<file path="src/rtl/fb_arbiter_if.sv">
// Framebuffer arbiter bus: three requester ports plus the single-port RAM command/response.
interface fb_arbiter_if #(
   parameter int ADDR_W = 16,
   parameter int DATA_W = 16
);
   logic              req0, req1, req2;
   logic              we0, we1, we2;
   logic [ADDR_W-1:0] addr0, addr1, addr2;
   logic [DATA_W-1:0] wdata0, wdata1, wdata2;
   logic              ack0, ack1, ack2;
   logic              rvalid0, rvalid1, rvalid2;
   logic [DATA_W-1:0] rdata;
   logic [ADDR_W-1:0] mem_addr;
   logic              mem_we;
   logic [DATA_W-1:0] mem_wdata;
   logic [DATA_W-1:0] mem_rdata;

   modport master (
      output req0, req1, req2, we0, we1, we2, addr0, addr1, addr2,
             wdata0, wdata1, wdata2, mem_rdata,
      input  ack0, ack1, ack2, rvalid0, rvalid1, rvalid2, rdata,
             mem_addr, mem_we, mem_wdata
   );

   modport slave (
      input  req0, req1, req2, we0, we1, we2, addr0, addr1, addr2,
             wdata0, wdata1, wdata2, mem_rdata,
      output ack0, ack1, ack2, rvalid0, rvalid1, rvalid2, rdata,
             mem_addr, mem_we, mem_wdata
   );
endinterface

</file>
<file path="src/rtl/fb_arbiter.sv">
// Three-way framebuffer RAM arbiter: VGA priority, round-robin sprite/NIOS, anti-starvation override.
module fb_arbiter #(
   parameter int ADDR_W     = 16,
   parameter int DATA_W     = 16,
   parameter int STARVE_MAX = 8
) (
   input logic         Clk,
   input logic         Reset,
   fb_arbiter_if.slave bus
);
   typedef enum logic {NORMAL, OVERRIDE} state_t;

   localparam logic [7:0] STARVE_LIM = 8'(STARVE_MAX);

   state_t            state_q, state_d;
   logic              rr2_q, rr2_d;   // 1: requester 2 preferred, 0: requester 1 preferred
   logic [7:0]        starve_q, starve_d;
   logic [2:0]        req, gnt, lo_pick;
   logic              sel_we;
   logic [ADDR_W-1:0] sel_addr;
   logic [DATA_W-1:0] sel_wdata;
   logic              mem_we_q;
   logic [ADDR_W-1:0] mem_addr_q;
   logic [DATA_W-1:0] mem_wdata_q;
   logic [2:0]        rd1_q, rd2_q;
   logic [DATA_W-1:0] rdata_q;

   assign req = {bus.req2, bus.req1, bus.req0};

   always_comb begin
      gnt      = '0;
      lo_pick  = '0;
      state_d  = NORMAL;
      rr2_d    = rr2_q;
      starve_d = starve_q;

      if (req[1] && req[2]) lo_pick = rr2_q ? 3'b100 : 3'b010;
      else if (req[1])      lo_pick = 3'b010;
      else if (req[2])      lo_pick = 3'b100;

      if (state_q == OVERRIDE && lo_pick != 3'b000) gnt = lo_pick;
      else if (req[0])                              gnt = 3'b001;
      else                                          gnt = lo_pick;
      if (Reset) gnt = '0;

      if (gnt[1])      rr2_d = 1'b1;
      else if (gnt[2]) rr2_d = 1'b0;

      if (gnt[1] || gnt[2] || !(req[1] || req[2])) starve_d = '0;
      else if (starve_q != 8'hFF)                  starve_d = starve_q + 8'd1;

      // Entering OVERRIDE on the edge where the count reaches the limit gives exactly STARVE_MAX lost cycles
      if (state_q == NORMAL && starve_d == STARVE_LIM) state_d = OVERRIDE;
   end

   always_comb begin
      sel_we    = 1'b0;
      sel_addr  = '0;
      sel_wdata = '0;
      if (gnt[0]) begin
         sel_we = bus.we0; sel_addr = bus.addr0; sel_wdata = bus.wdata0;
      end else if (gnt[1]) begin
         sel_we = bus.we1; sel_addr = bus.addr1; sel_wdata = bus.wdata1;
      end else if (gnt[2]) begin
         sel_we = bus.we2; sel_addr = bus.addr2; sel_wdata = bus.wdata2;
      end
   end

   always_ff @(posedge Clk) begin
      if (Reset) begin
         state_q     <= NORMAL;
         rr2_q       <= 1'b0;
         starve_q    <= '0;
         mem_we_q    <= 1'b0;
         mem_addr_q  <= '0;
         mem_wdata_q <= '0;
         rd1_q       <= '0;
         rd2_q       <= '0;
         rdata_q     <= '0;
      end else begin
         state_q  <= state_d;
         rr2_q    <= rr2_d;
         starve_q <= starve_d;
         mem_we_q <= (|gnt) & sel_we;
         if (|gnt) begin
            mem_addr_q  <= sel_addr;
            mem_wdata_q <= sel_wdata;
         end
         rd1_q <= gnt & {3{~sel_we}};
         rd2_q <= rd1_q;
         if (|rd2_q) rdata_q <= bus.mem_rdata;
      end
   end

   assign bus.ack0      = gnt[0];
   assign bus.ack1      = gnt[1];
   assign bus.ack2      = gnt[2];
   assign bus.rvalid0   = rd2_q[0];
   assign bus.rvalid1   = rd2_q[1];
   assign bus.rvalid2   = rd2_q[2];
   // RAM data arrives in the rvalid cycle itself; the register only holds it afterwards
   assign bus.rdata     = (|rd2_q) ? bus.mem_rdata : rdata_q;
   assign bus.mem_addr  = mem_addr_q;
   assign bus.mem_we    = mem_we_q;
   assign bus.mem_wdata = mem_wdata_q;
endmodule

</file>
<file path="src/flat_wrapper.sv">
// flat-port wrapper written by rule: the top's interface ports become plain ports
module fb_arbiter_flat 
#(
   parameter int ADDR_W     = 16,
   parameter int DATA_W     = 16,
   parameter int STARVE_MAX = 8
)
  (Clk, Reset, bus_req0, bus_req1, bus_req2, bus_we0, bus_we1, bus_we2, bus_addr0, bus_addr1, bus_addr2, bus_wdata0, bus_wdata1, bus_wdata2, bus_mem_rdata, bus_ack0, bus_ack1, bus_ack2, bus_rvalid0, bus_rvalid1, bus_rvalid2, bus_rdata, bus_mem_addr, bus_mem_we, bus_mem_wdata);
  fb_arbiter_if #(.ADDR_W(ADDR_W), .DATA_W(DATA_W)) bus_i ();
  input logic Clk;
  input logic Reset;
  input wire logic [$bits(bus_i.req0)-1:0] bus_req0;
  input wire logic [$bits(bus_i.req1)-1:0] bus_req1;
  input wire logic [$bits(bus_i.req2)-1:0] bus_req2;
  input wire logic [$bits(bus_i.we0)-1:0] bus_we0;
  input wire logic [$bits(bus_i.we1)-1:0] bus_we1;
  input wire logic [$bits(bus_i.we2)-1:0] bus_we2;
  input wire logic [$bits(bus_i.addr0)-1:0] bus_addr0;
  input wire logic [$bits(bus_i.addr1)-1:0] bus_addr1;
  input wire logic [$bits(bus_i.addr2)-1:0] bus_addr2;
  input wire logic [$bits(bus_i.wdata0)-1:0] bus_wdata0;
  input wire logic [$bits(bus_i.wdata1)-1:0] bus_wdata1;
  input wire logic [$bits(bus_i.wdata2)-1:0] bus_wdata2;
  input wire logic [$bits(bus_i.mem_rdata)-1:0] bus_mem_rdata;
  output wire logic [$bits(bus_i.ack0)-1:0] bus_ack0;
  output wire logic [$bits(bus_i.ack1)-1:0] bus_ack1;
  output wire logic [$bits(bus_i.ack2)-1:0] bus_ack2;
  output wire logic [$bits(bus_i.rvalid0)-1:0] bus_rvalid0;
  output wire logic [$bits(bus_i.rvalid1)-1:0] bus_rvalid1;
  output wire logic [$bits(bus_i.rvalid2)-1:0] bus_rvalid2;
  output wire logic [$bits(bus_i.rdata)-1:0] bus_rdata;
  output wire logic [$bits(bus_i.mem_addr)-1:0] bus_mem_addr;
  output wire logic [$bits(bus_i.mem_we)-1:0] bus_mem_we;
  output wire logic [$bits(bus_i.mem_wdata)-1:0] bus_mem_wdata;
  assign bus_i.req0 = bus_req0;
  assign bus_i.req1 = bus_req1;
  assign bus_i.req2 = bus_req2;
  assign bus_i.we0 = bus_we0;
  assign bus_i.we1 = bus_we1;
  assign bus_i.we2 = bus_we2;
  assign bus_i.addr0 = bus_addr0;
  assign bus_i.addr1 = bus_addr1;
  assign bus_i.addr2 = bus_addr2;
  assign bus_i.wdata0 = bus_wdata0;
  assign bus_i.wdata1 = bus_wdata1;
  assign bus_i.wdata2 = bus_wdata2;
  assign bus_i.mem_rdata = bus_mem_rdata;
  assign bus_ack0 = bus_i.ack0;
  assign bus_ack1 = bus_i.ack1;
  assign bus_ack2 = bus_i.ack2;
  assign bus_rvalid0 = bus_i.rvalid0;
  assign bus_rvalid1 = bus_i.rvalid1;
  assign bus_rvalid2 = bus_i.rvalid2;
  assign bus_rdata = bus_i.rdata;
  assign bus_mem_addr = bus_i.mem_addr;
  assign bus_mem_we = bus_i.mem_we;
  assign bus_mem_wdata = bus_i.mem_wdata;
  fb_arbiter #(.ADDR_W(ADDR_W), .DATA_W(DATA_W), .STARVE_MAX(STARVE_MAX)) u_core (.Clk(Clk), .Reset(Reset), .bus(bus_i));
endmodule
</file>
<file path="config.mk">
export PLATFORM = sky130hd
export DESIGN_NAME = fb_arbiter_flat
export DESIGN_NICKNAME = d
export VERILOG_FILES = /design/src/rtl/fb_arbiter_if.sv /design/src/rtl/fb_arbiter.sv /design/src/flat_wrapper.sv
export SDC_FILE = /design/constraint.sdc
export NUM_CORES = 1
export LEC_CHECK = 0
export ABC_AREA = 0
export CAP_MARGIN = 20
export CORE_ASPECT_RATIO = 1.2
export CORE_MARGIN = 10
export CORE_UTILIZATION = 33
export DETAILED_ROUTE_END_ITERATION = 8
export PLACE_DENSITY_LB_ADDON = 0.12
export SKIP_CTS_REPAIR_TIMING = 1
export SLEW_MARGIN = 20
export SYNTH_ARGS = -nofsm -noshare
export SYNTH_HDL_FRONTEND = slang
export SYNTH_SLANG_ARGS = --single-unit
</file>
<file path="constraint.sdc">
create_clock -name Clk -period 1.76 [get_ports Clk]
set_clock_uncertainty 0.1 [all_clocks]
set_input_delay 0.352 -clock Clk [delete_from_list [all_inputs] [get_ports Clk]]
set_output_delay 0.352 -clock Clk [all_outputs]
set_load 0.02 [all_outputs]
</file>
Word level (Yosys, flattened, before mapping) --
Cells that the tools add are included.
Operators by class: add/sub/neg operators 1, reduce and logical (&&, ||, !) cells 11, div/mod/pow operators 0, equal/unequal tests 2, multiply operators 0, multiplexer cells 22, order comparisons 0, shift operators 0, bitwise operators 4
Operators with widths (number):
- $mux W16 | 7
- $mux W3 | 7
- $mux W8 | 2
- $add A8 B1 Y8 const B | 1
- $eq A8 B4 Y1 const B | 1
- $ne A8 B8 Y1 const B | 1
- $mux W1 | 6
- $reduce_or A3 Y1 | 2
- $and A3 B3 Y3 | 1
- $logic_and A1 B1 Y1 | 3
- $logic_or A1 B1 Y1 | 3
- $reduce_bool A3 Y1 | 1
- $not A1 Y1 | 2
- $reduce_bool A2 Y1 | 1
- $and A1 B1 Y1 | 1
- $logic_not A1 Y1 | 1
Word-level totals: bits in writable memories 0, ROM bits 0, output and inout bits 55, flip-flop bits (word level) 65, input bits 120, bits in latches 0, word-level logic and storage cells 49, memories kept 0

Logic depth before layout (Yosys ltp) --
depth after elaboration 13, mapped depth 6

Worst setup path before layout --
No wires, ideal clock.
kind flip-flop to output port, start reg u_core.rd2_q[1], end out bus_rdata[10], buffers on the path 1, path slack -0.103 ns, stages on the path, launching flop included 4, arrival 1.411 ns, cells stage by stage dfxtp_1 -> nor3_2 -> buf_4 -> mux2_2
Between the ends: cells in the longest elaborated chain, start to end 2
RTL lines:
- start, declared | RTL line fb_arbiter.sv:25 | logic [2:0] rd1_q, rd2_q;
- start signal, assigned | RTL line fb_arbiter.sv:90 | rd2_q <= rd1_q;
- $reduce_or A3 Y1 | RTL line fb_arbiter.sv:102 | assign bus.rdata = (|rd2_q) ? bus.mem_rdata : rdata_q;
- $mux W16 | RTL line fb_arbiter.sv:102
- end, declared | RTL line flat_wrapper.sv:31 | output wire logic [$bits(bus_i.rdata)-1:0] bus_rdata;
No other way between the ends.

Worst setup path in the final report --
start reg u_core.rd2_q[1], end out bus_rdata[15]
The elaborated chain is that of the path after synthesis.

==> results by group <==
Status
  • Outcome: finished with violations
  • Failing checks: negative setup slack

Worst setup path
  • Max FO, Critical Path: 8
  • Critical path arrival: 1.53 ns
  • Slowest stage cell on the critical path: dfxtp_2
  • Critical path capture point type: output pin
  • R2R Path Start: u_core.rr2_q
  • Worst-path cell chain: nor3_4 > buf_6 > mux2_4 > buf_6
  • Most common cell on crit path: buf_6
  • CP Class: flop to output pin
  • Worst Path Buf+Inv: 2
  • Total stage count of the critical path: 4
  • Critical path origin: u_core.rd2_q[1]
  • Critical path startpoint category: flop
  • R2r worst-path depth: 5
  • Required time of the critical path: 1.31 ns
  • CP top delay family: flip-flops
  • Slowest stage delay, CP: 0.34 ns

Global route
  • Grt total ovfl: 0
  • Antenna violations before repair: 0
  • Largest net degree at the start of global routing: 35
  • Global-route wire length before repair: 16200 um
  • Vias in the first global route: 3189
  • Gr usage total: 15.9%

Pwr
  • Post-route total power: 3780 uW
  • Lkg Pwr: 0.00261 uW
  • Worst vdd ir: 385 uV
  • PD cells: 728 mW/mm^2

Placement
  • PortBufs: 174
  • Gpl congestion: 0.789
  • Pre-CTS setup slack: -0.672 ns
  • Dpl hpwl: 8180 um

Logic synthesis
  • Post-synth EDFFs: 0
  • Mapped Cells: 283
  • Sequential element share of the synthesized area: 46.7%
  • Mapped Nets: 404
  • Avg Inst Size Synth: 9.85 um^2
  • Synth warn: 0
  • Post-Syn Area: 0.00279 mm^2
  • Ys flop type: dfxtp_1
  • FFs w/ async S/R, synth: 0%
  • Count of cell types in the netlist: 41
  • Yosys reg bits: 65

Floorplanning
  • Initial cell density of the core: 34.0%
  • # rows: 36
  • Die Wd: 104 um
  • Die area: 0.0125 mm^2
  • IO Count: 175
  • Die Y-Extent: 121 um
  • Core footprint: 0.00820 mm^2

Timing
  • Worst hold margin: 0.342 ns
  • Tmin final: 1.99 ns
  • Final setup TNS: -3.51 ns
  • Max-slew headroom: 74.0%
  • Fin crit share: 113%
  • Final Hold Fails: 0
  • Worst setup margin: -0.225 ns
  • Final Slew Violations: 0
  • RSZ-0062 raised after global routing: yes
  • Final Setup Violations: 16
  • FMAX: 0.504 GHz
  • Slew of the pin with the lowest slew margin: 0.391 ns

CTS
  • Clk slew on worst S/H paths: 0.07 ns
  • Clock buffer depth: 2
  • TritonCTS Buffers: 9
  • Clock tree from TritonCTS: yes
  • TritonCTS Sinks: 65
  • Skew-Pair Late Insertion Delay: 0.34 ns
  • H-tree depth: 3
  • Root Driver: clkbuf_8

Drt
  • Post-DRT Antenna Nets: 0
  • Final wirelength: 10600 um
  • DRT Pass-1 Iters: 6
  • DR iter-0 viols: 167
  • DRC: 0
  • WL per Instance: 17.9 um
  • Via density: 5.14
  • DR vias: 3037

Cells and area
  • Share of cells above drive strength 1: 20.1%
  • Area occupied by multi-input gates: 0.00144 mm^2
  • Most frequent cells in the layout: 115 x clkdlybuf4s50_1, 62 x dfxtp_1, 40 x dlymetal6s2s_1
  • Most common cell after layout, fill and taps aside: clkdlybuf4s50_1
  • Sequential Area: 0.00131 mm^2
  • Nets: 593
  • Fillers: 681
  • N_diodes: 0
  • Area delta synth->final: 86.5%

Hold path
  • HP Start: u_core.rd1_q[1]
  • HP Class: flop to flop
  • Hold depth: 1

Flow run
  • Max-Cap Viols: 0
-- synthesized netlist by cell type (all sizes together) (4+ instances only) --
cell	number	area, um^2
mux2	16	180
inv	6	22.5
and2	21	131
nand3	33	165
a31oi	4	25.0
dfxtp	65	1300
a222oi	32	320
nor2b	6	37.5
clkbuf	11	41.3
buf	14	91.3
a21oi	35	175
nor2	4	15.0
-- path summary, 6_finish.rpt --
kind / end / slack [ns]
setup reg to reg: u_core.bus.mem_wdata[6] / 0.07
hold reg to reg: u_core.rd2_q[1] / 0.34
setup / recovery: bus_rdata[15] / -0.23
hold / removal: u_core.rd2_q[1] / 0.34
-- worst reg2reg max path, delay by kind of cell, from the launching register on --
| kind | cells | cell delay (ns) |
|---|---|---|
| flip-flops | 1 | 0.39 |
| AO/OA/AOI/OAI | 3 | 0.65 |
| buffers and inverters | 1 | 0.23 |
| AND/OR/NAND/NOR | 1 | 0.19 |
-- per-layer routing --
layer,GRT usage [%],up-vias,part of all wire (%)
li1,-,1480,-
met1,15.3,1411,37
met2,28.8,133,52
met3,8.13,13,9.2
met4,5.23,0,1.6
met5,0,-,0
-- stage by stage --
step	std cells	util (%)	instance area, um^2
after floorplan	283	-	2800
after global placement	572	58.2	4770
after detailed placement	572	58.2	4770
after CTS	588	60.7	4980
after global routing	591	63.4	5200
final	591	63.4	5200
-- sequential cells by signal, summed over array words and instances (netlist names), 3 cells and up --
name	flops
u_core.rdata_q	16
u_core.bus.mem_addr	16
u_core.rd1_q	3
u_core.starve_q	8
u_core.rd2_q	3
u_core.bus.mem_wdata	16
-- logic make-up (layout without fill, tap and decap cells) --
family,count (synthesis),count (layout),share of synthesized area [%]
adder cells (fa/ha/maj),1,1,0.449
flip-flops,65,65,46.7
AND/OR/NAND/NOR,82,82,17.0
buffers and inverters,31,225,5.57
AO/OA/AOI/OAI,84,84,22.6
XOR/XNOR,3,3,0.943
multiplexers,17,17,6.82
-- power by group --
part           internal [uW]  switching (uW)
Combinational            538             374
Clock                    694             593
Sequential              1550            34.4
Total                   2780            1000
-- layout make-up --
cell class | count | share of cell area (%)
repair buffers | 203 | 40.1
clock buffers | 10 | 2.65
flip-flops and latches | 65 | 25.1
inverters | 6 | 0.433
multi-input cells | 187 | 27.6
well taps | 114 | 2.74
clock inverters | 6 | 1.30
Note: power is estimated with default switching activity, not from simulation.
